[src/rtl/regfile_write_arbiter.sv]
// regfile_write_arbiter: round-robin arbiter for two writeback requesters onto one
// register file write port, with a sequential zero-sweep of registers 1..NREG-1.
`default_nettype none

module regfile_write_arbiter #(
  parameter int DATA_W = 32,
  parameter int ADDR_W = 5,
  parameter int NREG   = 32
) (
  input  logic              clk,
  input  logic              rst,
  input  logic              clr_start,
  output logic              clr_busy,
  input  logic              a_valid,
  output logic              a_ready,
  input  logic [ADDR_W-1:0] a_addr,
  input  logic [DATA_W-1:0] a_data,
  input  logic              b_valid,
  output logic              b_ready,
  input  logic [ADDR_W-1:0] b_addr,
  input  logic [DATA_W-1:0] b_data,
  output logic              rf_we,
  output logic [ADDR_W-1:0] rf_addr,
  output logic [DATA_W-1:0] rf_wdata,
  output logic              last_grant
);

  typedef enum logic [0:0] {
    ARB   = 1'b0,
    CLEAR = 1'b1
  } state_t;

  localparam logic [ADDR_W-1:0] LAST_IDX = ADDR_W'(NREG - 1);

  state_t              state_q, state_d;
  logic [ADDR_W-1:0]   cnt_q, cnt_d;
  logic                rf_we_q, rf_we_d;
  logic [ADDR_W-1:0]   rf_addr_q, rf_addr_d;
  logic [DATA_W-1:0]   rf_wdata_q, rf_wdata_d;
  logic                last_grant_q, last_grant_d;

  logic                arb_open;
  logic                a_xfer;
  logic                b_xfer;

  // On contention the grant goes to the requester that did not win last time.
  assign arb_open = (state_q == ARB) && !clr_start;
  assign a_ready  = arb_open && a_valid && (!b_valid || last_grant_q);
  assign b_ready  = arb_open && b_valid && (!a_valid || !last_grant_q);
  assign a_xfer   = a_valid && a_ready;
  assign b_xfer   = b_valid && b_ready;

  always_comb begin
    state_d      = state_q;
    cnt_d        = cnt_q;
    rf_we_d      = 1'b0;
    rf_addr_d    = rf_addr_q;
    rf_wdata_d   = rf_wdata_q;
    last_grant_d = last_grant_q;
    case (state_q)
      ARB: begin
        if (clr_start) begin
          state_d = CLEAR;
          cnt_d   = ADDR_W'(1);
        end else if (a_xfer) begin
          rf_we_d      = (a_addr != '0);
          rf_addr_d    = a_addr;
          rf_wdata_d   = a_data;
          last_grant_d = 1'b0;
        end else if (b_xfer) begin
          rf_we_d      = (b_addr != '0);
          rf_addr_d    = b_addr;
          rf_wdata_d   = b_data;
          last_grant_d = 1'b1;
        end
      end
      CLEAR: begin
        rf_we_d    = 1'b1;
        rf_addr_d  = cnt_q;
        rf_wdata_d = '0;
        if (cnt_q == LAST_IDX) begin
          state_d = ARB;
          cnt_d   = '0;
        end else begin
          cnt_d = cnt_q + ADDR_W'(1);
        end
      end
      default: state_d = ARB;
    endcase
  end

  always_ff @(posedge clk) begin
    if (rst) begin
      state_q      <= ARB;
      cnt_q        <= '0;
      rf_we_q      <= 1'b0;
      rf_addr_q    <= '0;
      rf_wdata_q   <= '0;
      last_grant_q <= 1'b1;
    end else begin
      state_q      <= state_d;
      cnt_q        <= cnt_d;
      rf_we_q      <= rf_we_d;
      rf_addr_q    <= rf_addr_d;
      rf_wdata_q   <= rf_wdata_d;
      last_grant_q <= last_grant_d;
    end
  end

  assign clr_busy   = (state_q == CLEAR);
  assign rf_we      = rf_we_q;
  assign rf_addr    = rf_addr_q;
  assign rf_wdata   = rf_wdata_q;
  assign last_grant = last_grant_q;

endmodule

`default_nettype wire

[config.mk]
export PLATFORM = sky130hd
export DESIGN_NAME = regfile_write_arbiter
export DESIGN_NICKNAME = d
export VERILOG_FILES = /design/src/rtl/regfile_write_arbiter.sv
export SDC_FILE = /design/constraint.sdc
export NUM_CORES = 1
export LEC_CHECK = 0
export CORE_MARGIN = 2
export CORE_UTILIZATION = 40
export DETAILED_ROUTE_END_ITERATION = 16
export PLACE_DENSITY_LB_ADDON = 0.25
export RECOVER_POWER = 100
export SYNTH_ARGS = -nofsm -noshare
export SYNTH_HDL_FRONTEND = slang
export SYNTH_SLANG_ARGS = --single-unit
[constraint.sdc]
create_clock -name clk -period 5.1 [get_ports clk]
set_clock_uncertainty 0.05 [all_clocks]
set_input_delay 0.765 -clock clk [delete_from_list [all_inputs] [get_ports clk]]
set_output_delay 0.765 -clock clk [all_outputs]
set_load 0.02 [all_outputs]
== After elaboration in Yosys (flattened, before gate mapping) ==
Index checks and enable logic that the tools add are counted.

* Flip-flop bits (word level): 45
* Output and inout bits: 42

* Add/subtract/negate cells: 1
* Eq/ne operators: 4
* Mux-type cells: 20
* Bitwise logic cells: 2
* Reductions and logical operators: 18

{| class="wikitable"
|+ Operators by type and width
! cell !! count
|-
| 32-bit 2-to-1 mux || 3
|-
| 32-bit one-hot mux with 2 select lines || 1
|-
| 5-bit 2-to-1 mux || 5
|-
| 5-bit one-hot mux with 2 select lines || 2
|-
| 5-bit nonzero test || 2
|-
| 1-bit logical AND || 7
|-
| 1-bit 2-to-1 mux || 7
|-
| 5-bit by 1-bit adder with 5-bit output (second input constant) || 1
|-
| 5-bit equality test (second input constant) || 1
|-
| 1-bit zero test || 4
|-
| 2-bit inequality test (second input constant) || 2
|-
| 1-bit one-hot mux with 2 select lines || 2
|-
| 3-bit inequality test (second input constant) || 1
|-
| 3-bit AND reduction || 1
|-
| 1-bit logical OR || 2
|-
| 1-bit NOT || 2
|-
| 2-bit AND reduction || 1
|-
| 2-bit nonzero test || 1
|}

== Depth between registers and ports, before layout ==
* Word-level depth: 9
* Gate-level depth with buffers: 7
* Depth with buffers taken out: 7

== Worst setup path before layout ==
No wires, ideal clock.

* Kind: in2out
* Start point: in b_valid
* End point: out b_ready
* Data arrival time: 1.522 ns
* Data required time: 4.285 ns
* Setup slack: 2.763 ns
* Cell stages on the path: 3
* Path through: a21boi_1 -> buf_2 -> and2_1

* Word-level cells in the longest chain between the ends: 2

{| class="wikitable"
|+ RTL lines
! what !! line !! text
|-
| start: declaration || 18 || <nowiki>input logic b_valid,</nowiki>
|-
| 1-bit logical AND (2 in series) || 49 || <nowiki>assign b_ready = arb_open && b_valid && (!a_valid || !last_grant_q);</nowiki>
|-
| end: declaration || 19 || <nowiki>output logic b_ready,</nowiki>
|}

No other way between the ends.

== Worst setup path in the final report ==
* Start point: in a_valid
* End point: out b_ready

* Word-level cells in the longest chain between the ends: 3

{| class="wikitable"
|+ RTL lines
! what !! line !! text
|-
| start: declaration || 14 || <nowiki>input logic a_valid,</nowiki>
|-
| 1-bit zero test || 49 ||
|-
| 1-bit logical OR || 49 ||
|-
| 1-bit logical AND || 49 ||
|}

No other way between the ends.

==> flow_summary.json <==
{
  "status": "finished with violations",
  "failed_checks": "max-capacitance violations, max-slew violations",
  "synth_area_leaders": "dfxtp_1, o2bb2ai_1, a22oi_1, a211oi_1, mux2i_1",
  "final_cell_mix": "clkdlybuf4s50_1, dfxtp_1, dlygate4sd3_1, a22oi_1, o2bb2ai_1",
  "portBuffers": 120,
  "critPathCaptureType": "output port",
  "finalMaxSlewViolations": 38,
  "p_leak_nw": 1.26,
  "drc_errors": 0,
  "setup_violations": 0,
  "num_rows": 25,
  "dr.pass1.iters": 4,
  "cts_resized": 0,
  "use_met3_pct": 5.83,
  "area_growth_pct": 64.9,
  "synth_seq_cells": 45,
  "use_met1_pct": 23.7,
  "synth-seq-area-share_pct": 45.3,
  "met2_usage_pct": 34.7,
  "avgViaCountPerCell": 5.27,
  "antenna_cells": 0,
  "vias": 1964,
  "htreeDepth": 2,
  "final_cell_count_no_fill": 373,
  "setup_slack_ns": 1.62,
  "reg2regPathDepth": 5,
  "grt_max_degree": 38,
  "drive_above_1_share_pct": 4.90,
  "core_um2": 4750,
  "period_needed_ns": 3.48,
  "gr-total-overflow": 0,
  "dp_cells": 365,
  "avgRoutedWirePerCell_um": 15.4,
  "crit_arrival_ns": 2.66,
  "post_cts.repair.setup_buffers": 0,
  "start_kind": "input port",
  "slew_headroom_pct": -19.2,
  "synth.largest_area_cell": "dfxtp_1",
  "syn-cell-area_um2": 1990,
  "cp_max_fo": 33,
  "ant_nets": 0,
  "cts_tree": "done",
  "ctsHoldBuffers": 0,
  "grt_pass1_vias": 1790,
  "initial_core_util_pct": 41.9,
  "whs_path_depth": 1,
  "fmax_mhz": 287,
  "first_iter_violations": 109,
  "total_power_mw": 0.781,
  "clkSlewWorstSetupHoldPaths_ns": 0.08,
  "cts_root_buf": "clkbuf_8",
  "die_w_um": 74.5,
  "synth_fp_nets": 274,
  "wl_mm": 5.76,
  "hpwl_mm": 4.22,
  "worst-setup-path-type": "input port to output port",
  "nNetsFinal": 387,
  "min_from": "rf_wdata[26]",
  "grt_pass1_wl_mm": 8.47,
  "clock-sinks": 45,
  "pre_cts_slack_ns": 1.72,
  "grt_busiest_layer": "met2",
  "syn_inst": 192,
  "reg2reg_slack_ns": 2.41,
  "worst_slew_pin_slew_ns": 1.79,
  "yosys.area.top_type_share_pct": 45.3,
  "io_pins": 121,
  "min_to": "rf_wdata[26]",
  "pwr_density_cell_nw_per_um2": 238,
  "peakVddDrop_mv": 0.203,
  "hp-class": "flip-flop to flip-flop",
  "r2r_start": "last_grant",
  "finalSetupTns_ns": 0,
  "final_common_cell": "clkdlybuf4s50_1",
  "clk_latency_ns": 0.28,
  "critPathRequiredTime_ns": 4.28,
  "track_usage_pct": 20.0,
  "r2r_end": "rf_addr[2]",
  "cts_made_buffers": 5,
  "hold_viol": 0,
  "maxCapViolCount": 1,
  "globalplace.congestion": 0.841,
  "syn_avg_cell_area_um2": 10.4,
  "ctsLongestPathBuffers": 2,
  "die-area_um2": 5560,
  "post-route-period-util_pct": 68.2,
  "synth_cell_types": 35,
  "yosys_warnings": 0,
  "antenna_found_initial": 0,
  "rsz0062_at_grt": "false",
  "die_h_um": 74.5
}
Yosys cell counts:
| master | n |
|---|---|
| a2111oi_2 | 1 |
| a211oi_1 | 9 |
| a21boi_1 | 1 |
| a21oi_1 | 4 |
| a22oi_1 | 32 |
| a2bb2oi_1 | 1 |
| a31oi_1 | 1 |
| and2_1 | 2 |
| and3_1 | 1 |
| and3_2 | 1 |
| buf_2 | 7 |
| buf_4 | 3 |
| buf_6 | 3 |
| clkbuf_1 | 4 |
| dfxtp_1 | 45 |
| ha_1 | 3 |
| inv_1 | 1 |
| mux2i_1 | 5 |
| nand2_1 | 4 |
| nand2b_1 | 3 |
| nand4_1 | 1 |
| nor2_1 | 9 |
| nor2_4 | 1 |
| nor2b_1 | 4 |
| nor3_1 | 1 |
| nor3_2 | 2 |
| nor3b_1 | 2 |
| nor4_2 | 1 |
| o21ai_1 | 2 |
| o22a_1 | 1 |
| o22ai_1 | 1 |
| o2bb2ai_1 | 32 |
| o311ai_1 | 1 |
| or3b_1 | 1 |
| or4_1 | 2 |
cell families (layout without fill, tap and decap cells):
group	Yosys count	after routing	synth area share, %
AO/OA/AOI/OAI	86	86	34.1
adder cells (fa/ha/maj)	3	3	1.89
buffers and inverters	18	132	5.53
flip-flops	45	45	45.3
multiplexers	5	5	2.51
AND/OR/NAND/NOR	35	35	10.7
layer usage:
| layer | up-vias | part of all wire, % | wire length [µm] |
|---|---|---|---|
| met5 | - | 0 | 0 |
| met2 | 70 | 48 | 2770 |
| li1 | 986 | - | - |
| met3 | 9 | 8.5 | 490 |
| met1 | 899 | 42 | 2410 |
| met4 | 0 | 1.5 | 85 |
area by class of cell:
| class | count | area (µm²) |
|---|---|---|
| fill | 399 | 1470 |
| timing repair buffer | 123 | 1220 |
| multi-input combinational | 129 | 990 |
| sequential | 45 | 901 |
| tap | 67 | 83.8 |
| clock buffer | 7 | 76.3 |
| clock inverter | 1 | 7.51 |
| inverter | 1 | 3.75 |
report_power, final:
part	internal, mW	switching (mW)
clock	0.0970	0.113
sequential	0.369	0.00883
combinational	0.104	0.0884
total	0.570	0.211
registers in the layout (all words and copies together), names as in the netlist:
name / flops
rf_wdata: 32
cnt_q: 5
rf_addr: 5
clr_busy: 1
last_grant: 1
rf_we: 1
critical path, cell delays in order:
cell and delay [ns]:
dlygate4sd3_1 0.60, a21boi_2 0.16, buf_4 0.33, and2_1 0.18, clkdlybuf4s50_1 0.62
worst max path at each step:
stage | end | from | cells past startpoint | slack [ns]
final | b_ready | a_valid | 5 | 1.62
after global routing | b_ready | a_valid | 5 | 1.53
after CTS | b_ready | b_valid | 5 | 1.70
after detailed placement | b_ready | b_valid | 5 | 1.72
after global placement | b_ready | b_valid | 5 | 1.75
after floorplan | b_ready | b_valid | 3 | 2.76
per-stage QoR:
stage          area [µm²]  hold WS, ns  util, %
2_1_floorplan        1990        0.431        -
3_3_place_gp         3200        0.394     67.3
3_5_place_dp         3200        0.398     67.3
4_1_cts              3290        0.420     69.1
5_1_grt              3280        0.426     69.0
6_report             3280        0.407     69.0
(Power assumes the default switching activity.)
